==> src/rtl/banked_mem_rw.sv <==
// Banked data memory: 2**BANK_W banks x 2**ROW_W rows of DATA_W bits, half-word write enables,
// registered read with RD_LAT of 1 or 2, post-reset clear sweep. Define MEM_BYPASS_EN for write-first reads.
module banked_mem_rw #(
   parameter int DATA_W = 16,
   parameter int BANK_W = 3,
   parameter int ROW_W  = 5,
   parameter int RD_LAT = 1
) (
   input  logic                    clk,
   input  logic                    rst,
   input  logic                    wr_en,
   input  logic [BANK_W+ROW_W-1:0] wr_addr,
   input  logic [DATA_W/2-1:0]     wr_data_hi,
   input  logic [DATA_W/2-1:0]     wr_data_lo,
   input  logic [1:0]              wr_be,
   input  logic                    rd_en,
   input  logic [BANK_W+ROW_W-1:0] rd_addr,
   output logic [DATA_W-1:0]       rd_data,
   output logic                    rd_valid,
   output logic                    init_busy
);

   localparam int ADDR_W = BANK_W + ROW_W;
   localparam int DEPTH  = 2 ** ADDR_W;
   localparam int HALF   = DATA_W / 2;

   typedef enum logic {CLEAR, READY} state_t;

   state_t              state, state_nxt;
   logic [ADDR_W-1:0]   ptr, ptr_nxt;
   logic                wr_go, rd_go;
   logic [DATA_W-1:0]   mem [DEPTH];
   logic [DATA_W-1:0]   rd_word;
   logic                s1_valid;
   logic [DATA_W-1:0]   s1_data;

   always_ff @(posedge clk or posedge rst) begin
      if (rst) begin
         state <= CLEAR;
         ptr   <= '0;
      end else begin
         state <= state_nxt;
         ptr   <= ptr_nxt;
      end
   end

   always_comb begin
      state_nxt = state;
      ptr_nxt   = ptr;
      if (state == CLEAR) begin
         ptr_nxt = ptr + 1'b1;
         if (ptr == '1)
            state_nxt = READY;
      end
   end

   assign init_busy = (state == CLEAR);
   assign wr_go     = wr_en & ~init_busy;
   assign rd_go     = rd_en & ~init_busy;

   // Array has no reset; the sweep zeroes it one word per cycle.
   always_ff @(posedge clk) begin
      if (init_busy) begin
         mem[ptr] <= '0;
      end else if (wr_go) begin
         if (wr_be[1]) mem[wr_addr][DATA_W-1:HALF] <= wr_data_hi;
         if (wr_be[0]) mem[wr_addr][HALF-1:0]      <= wr_data_lo;
      end
   end

   always_comb begin
      rd_word = mem[rd_addr];
`ifdef MEM_BYPASS_EN
      if (wr_go && (rd_addr == wr_addr)) begin
         if (wr_be[1]) rd_word[DATA_W-1:HALF] = wr_data_hi;
         if (wr_be[0]) rd_word[HALF-1:0]      = wr_data_lo;
      end
`endif
   end

   always_ff @(posedge clk or posedge rst) begin
      if (rst) begin
         s1_valid <= 1'b0;
         s1_data  <= '0;
      end else begin
         s1_valid <= rd_go;
         if (rd_go)
            s1_data <= rd_word;
      end
   end

   generate
      if (RD_LAT == 2) begin : g_lat2
         logic              s2_valid;
         logic [DATA_W-1:0] s2_data;

         always_ff @(posedge clk or posedge rst) begin
            if (rst) begin
               s2_valid <= 1'b0;
               s2_data  <= '0;
            end else begin
               s2_valid <= s1_valid;
               if (s1_valid)
                  s2_data <= s1_data;
            end
         end

         assign rd_data  = s2_data;
         assign rd_valid = s2_valid;
      end else begin : g_lat1
         assign rd_data  = s1_data;
         assign rd_valid = s1_valid;
      end
   endgenerate

endmodule

==> config.mk <==
export PLATFORM = sky130hd
export DESIGN_NAME = banked_mem_rw
export DESIGN_NICKNAME = d
export VERILOG_FILES = /design/src/rtl/banked_mem_rw.sv
export SDC_FILE = /design/constraint.sdc
export NUM_CORES = 2
export LEC_CHECK = 0
export ABC_CLOCK_PERIOD_IN_PS = 11400
export BUFFER_PORTS_ARGS = -buffer_cell sky130_fd_sc_hd__buf_2
export CAP_MARGIN = 20
export CORE_MARGIN = 3
export CORE_UTILIZATION = 38
export CTS_BUF_LIST = sky130_fd_sc_hd__clkbuf_8
export DETAILED_ROUTE_END_ITERATION = 16
export HOLD_SLACK_MARGIN = 0.08
export PLACE_DENSITY = 0.59
export SLEW_MARGIN = 15
export SYNTH_ARGS = -nofsm -noshare
export SYNTH_HDL_FRONTEND = slang
export SYNTH_SLANG_ARGS = --single-unit
export TNS_END_PERCENT = 5
==> constraint.sdc <==
create_clock -name clk -period 11.4 [get_ports clk]
set_clock_uncertainty 0.15 [all_clocks]
set_input_delay 0.57 -clock clk [delete_from_list [all_inputs] [get_ports clk]]
set_output_delay 0.57 -clock clk [all_outputs]
set_load 0.01 [all_outputs]
== Word-level counts from Yosys, hierarchy flattened ==
Memory sizes are Yosys's and may differ from the RTL's. A register that Yosys moved wholly into a read port is not among the register bits.
Index checks and enable logic that the tools add are counted.

* Add/subtract/negate cells: 1
* Equal/unequal tests: 1
* Mux-type cells: 14
* Bitwise gates (word level): 3
* Reductions and logical operators: 1

{| class="wikitable"
|+ Operator list
! cell !! number
|-
| two-way mux 16 bit || 1
|-
| OR reduction 16 bit || 1
|-
| two-way mux 1 bit || 11
|-
| adder 8 x 1 -> 8 bit, second input constant || 1
|-
| equality test 8 bit, second input constant || 1
|-
| two-way mux 8 bit || 1
|-
| AND 1 bit || 2
|-
| two-way mux 2 bit || 1
|-
| inverter 1 bit || 1
|}

* Flip-flop bits (word level): 10
* Bits in writable memories: 4096
* Bits of input ports: 38
* Output and inout bits: 18
* Memories: 1

{| class="wikitable"
|+ Memories
! memory !! words !! width !! rd ports !! clocked after Yosys merged registers in !! write ports !! RTL line !! RTL
|-
| mem || 256 || 16 || 1 || 1 || 1 || 32 || <nowiki>logic [DATA_W-1:0] mem [DEPTH];</nowiki>
|}

== Longest topological paths before layout ==
* Depth in word-level cells: 6
* Gate-level depth with buffers: 13

== Worst setup path before layout ==
Ideal clock, no wire load.

* Path kind: in2reg
* Start: input port wr_be[1]
* End: memory mem[0][10], data pin
* Setup time: 0.870 ns
* Arrival time: 4.695 ns
* Required time: 10.380 ns
* Slack: 5.685 ns
* Stages on the path: 5
* Path buffers: 3
* Cell sequence: o211a_1 -> clkbuf_1 -> clkbuf_1 -> clkbuf_1 -> and2_1

* Cells in the longest elaborated chain, start to end: 6

{| class="wikitable"
|+ Ends and longest elaborated chain
! what !! RTL line !! RTL
|-
| start: declaration || 15 || <nowiki>input logic [1:0] wr_be,</nowiki>
|-
| two-way mux 1 bit || 66 || <nowiki>if (wr_be[1]) mem[wr_addr][DATA_W-1:HALF] <= wr_data_hi;</nowiki>
|-
| two-way mux 1 bit || 65 || <nowiki>end else if (wr_go) begin</nowiki>
|-
| two-way mux 1 bit || 63 || <nowiki>if (init_busy) begin</nowiki>
|-
| two-way mux 1 bit (not written as such) || 66 ||
|-
| OR reduction 16 bit (no source line) || -- ||
|-
| two-way mux 16 bit (no source line) || -- ||
|-
| end: declaration || 32 ||
|}

No other way between the ends.

== Worst setup path after layout ==
* Start: register state
* End: memory mem[137][13], data pin

* Cells in the longest elaborated chain, start to end: 6
* Elaborated cells on any way between the ends: 9

{| class="wikitable"
|+ Ends and longest elaborated chain
! what !! RTL line !! RTL
|-
| start: declaration || 29 || <nowiki>state_t state, state_nxt;</nowiki>
|-
| start signal: assignment || 42 || <nowiki>state <= state_nxt;</nowiki>
|-
| AND 1 bit || 58 || <nowiki>assign wr_go = wr_en & ~init_busy;</nowiki>
|-
| two-way mux 1 bit || 65 ||
|-
| two-way mux 1 bit || 63 ||
|-
| two-way mux 1 bit, on equally long branches || 67, 66 ||
|-
| OR reduction 16 bit (no source line) (*) || -- ||
|-
| two-way mux 16 bit (no source line) (*) || -- ||
|}

Mark *: on every way between the ends. The rest lies on a longest branch, timed or not.

==> flow_metrics.tcl <==
set metrics [dict create \
    finalCriticalPeriod_ps 5200 \
    pre_cts_slack_ps 5750 \
    synthDistinctLibCells 79 \
    power_density_nw_per_um2 161 \
    drt-pass1-iter-count 8 \
    p_clk_share_pct 40.5 \
    max_cap_viol_count 0 \
    drcViolationCount 0 \
    syn_inst 7957 \
    routed_via_density 5.71 \
    initial_utilization_pct 38.3 \
    relSlewSlack_pct 16.9 \
    tightestPinTransition_ps 1240 \
    grt.overflow.total 0 \
    synth_edf_count 4096 \
    rsz0062_at_grt "false" \
    htreeDepth 6 \
    die_height_um 658 \
    drt_iter0_drc 9811 \
    ys_seq_area_share_pct 76.5 \
    vdd_drop_max_mv 0.134 \
    path_common_cell "buf_4" \
    p_comb_share_pct 2.8 \
    drtAntennaViolNets 0 \
    core_area_um2 422000 \
    synthFlopType "edfxtp_1" \
    dieArea_um2 433000 \
    crit_required_ps 12050 \
    status "completed" \
    drv_slew 0 \
    fin_crit_sh_pct 45.6 \
    switchingPower_mw 6.49 \
    grt_max_degree 213 \
    multi_input_area_um2 34400 \
    track_usage_pct 20.3 \
    post_cts_buffers 0 \
    cp_max_fo 93 \
    avgSynthCellArea_um2 20.3 \
    internal-power_mw 22.4 \
    fmax_mhz 192 \
    crit_path_top_delay_cell "buf_4" \
    grt_pass1_wl_mm 636 \
    num_vias 83122 \
    seq_power_share_pct 56.7 \
    totalWireLength_mm 450 \
    layout_common_cells "edfxtp_1 (4096), clkbuf_8 (680), mux2i_1 (625), mux4_2 (604), nor2_1 (564)" \
    clock-sinks 4122 \
    drive_above_1_share_pct 20.0 \
    switching_share_pct 22.4 \
    async_flop_share_pct 0.631 \
    grt_pass1_vias 83499 \
    area_growth_pct 11.0 \
    rows 238 \
    cts_root_buf "clkbuf_8" \
    setup_viol 0 \
    critPathMaxStageDelay_ps 880 \
    clk_path_buf_depth 4 \
    register_area_um2 124000 \
    start_kind "flip-flop" \
    syn-cell-area_um2 162000 \
    cts_tree "built" \
    ys_ff_latch 4122 \
    ctsResizeCount 0 \
    crit_chain "o211a_1 -> buf_4 -> and2_4 -> buf_4 -> buf_4" \
    critPathArrivalTime_ps 5850 \
    wl_per_cell_um 30.9 \
    criticalPathCategory "reg2reg" \
    place_hpwl_mm 270 \
    io_buffers 55 \
    finalHoldViolCount 0 \
    io_pins 56 \
    final_common_cell "edfxtp_1" \
    antenna_found_initial 38 \
    p_leak_nw 47.3 \
    fin_tns_setup_ps 0 \
    gp_congestion 0.822 \
    ys_warn_count 0 \
    cts_inserted_buffers 659 \
    hp-class "in2reg" \
    fin_nets 8422 \
    fill_cells 36525 \
    syn-num-nets 7996 \
    setup_ws_ps 6200 \
    end_kind "flip-flop" \
    path_clk_slew_ps 60 \
    clock_latency_ps 1200 \
    die_x_um 658 \
]
==> logic make-up after synthesis <==
| group | after synthesis | share of synthesized area [%] |
|---|---|---|
| AO/OA/AOI/OAI | 879 | 3.88 |
| XOR/XNOR | 7 | 0.0379 |
| adder cells (fa/ha/maj) | 1 | 0.00774 |
| buffers and inverters | 504 | 2.36 |
| flip-flops | 4122 | 76.5 |
| multiplexers | 1384 | 14.4 |
| AND/OR/NAND/NOR | 1060 | 2.79 |
==> flip-flops by register name, summed over array words and instances, names as in the netlist <==
register	flops
rd_valid	1
mem	4096
rd_data	16
ptr	8
state	1
==> worst max-delay path, delay by kind of cell, from the launching register on <==
kind | cells | cell delay (ps)
AOI/OAI and AO/OA | 1 | 670
DFF | 1 | 650
and+or+nand+nor | 1 | 750
buffers and inverters | 3 | 2150
==> synthesized netlist by cell type (46+ instances only) <==
library cell  number  area share, %
edfxtp_1        4096             76
mux2i_1          625            3.9
mux4_2           604            8.4
nor2_1           569            1.3
nand2_1          256           0.59
o22ai_1          192           0.74
clkbuf_1         150           0.35
o221ai_1         130           0.70
buf_2            124           0.38
a21oi_1          116           0.36
mux4_1           114            1.9
a22oi_1          104           0.48
o21ai_0           86           0.27
nand3_1           80           0.25
a211oi_1          77           0.36
buf_4             66           0.31
buf_6             55           0.38
buf_12            46           0.57
==> what timing repair did <==
item	4_1_cts	5_1_grt
hold buffers	19	2
setup endpoints to repair	0	0
endpoints found under the hold margin	585	31
==> per-layer routing <==
metal / up-vias / GRT usage, % / part of all wire [%]
li1: 34072 / - / -
met1: 44120 / 27.5 / 40
met2: 4070 / 32.6 / 48
met3: 850 / 3.90 / 8.4
met4: 10 / 7.92 / 4.2
met5: - / 0 / 0.015
==> power by group through the flow <==
stage                     registers [mW]  clock network, mW  logic [mW]
after floorplan                     16.7                  0       0.559
after global placement              16.7                  0       0.800
after detailed placement            16.7                  0       0.805
after CTS                           16.4               11.9       0.811
after global routing                16.4               12.6       0.839
final                               16.4               11.7       0.810
==> metrics by stage <==
step           hold WS (ps)  cell area, µm²  total power, mW  std cells  utilization (%)
6_report                172          179000             28.9      14564             42.5
5_1_grt                 136          179000             29.8      14552             42.5
4_1_cts                90.9          179000             29.1      14537             42.5
3_5_place_dp            365          167000             17.5      13336             39.6
3_3_place_gp            366          167000             17.5      13331             39.6
2_1_floorplan           350          162000             17.3       7957                -
==> final cells by class <==
type | count | area share [%]
flip-flops and latches | 4122 | 68.9
inverters | 17 | 0.0397
repair buffers | 252 | 1.24
multi-input cells | 3331 | 19.2
clock inverters | 503 | 1.47
clock buffers | 679 | 5.21
well taps | 5640 | 3.93
diodes | 20 | 0.0279
==> path summary, 6_finish.rpt <==
| path | from | cells after the start | slack (ps) | endpoint |
|---|---|---|---|---|
| setup / recovery | state | 5 | 6200 | mem[137][13] |
| hold / removal | wr_data_hi[4] | 2 | 170 | mem[17][12] |
| setup reg to reg | state | 5 | 6200 | mem[137][13] |
| hold reg to reg | rd_data[4] | 1 | 400 | rd_data[4] |
| max in group asynchronous | rst | 4 | 9650 | rd_data[15] |
| min in group asynchronous | rst | 4 | 630 | rd_valid |
No activity file was read; power rests on OpenSTA's default activity.
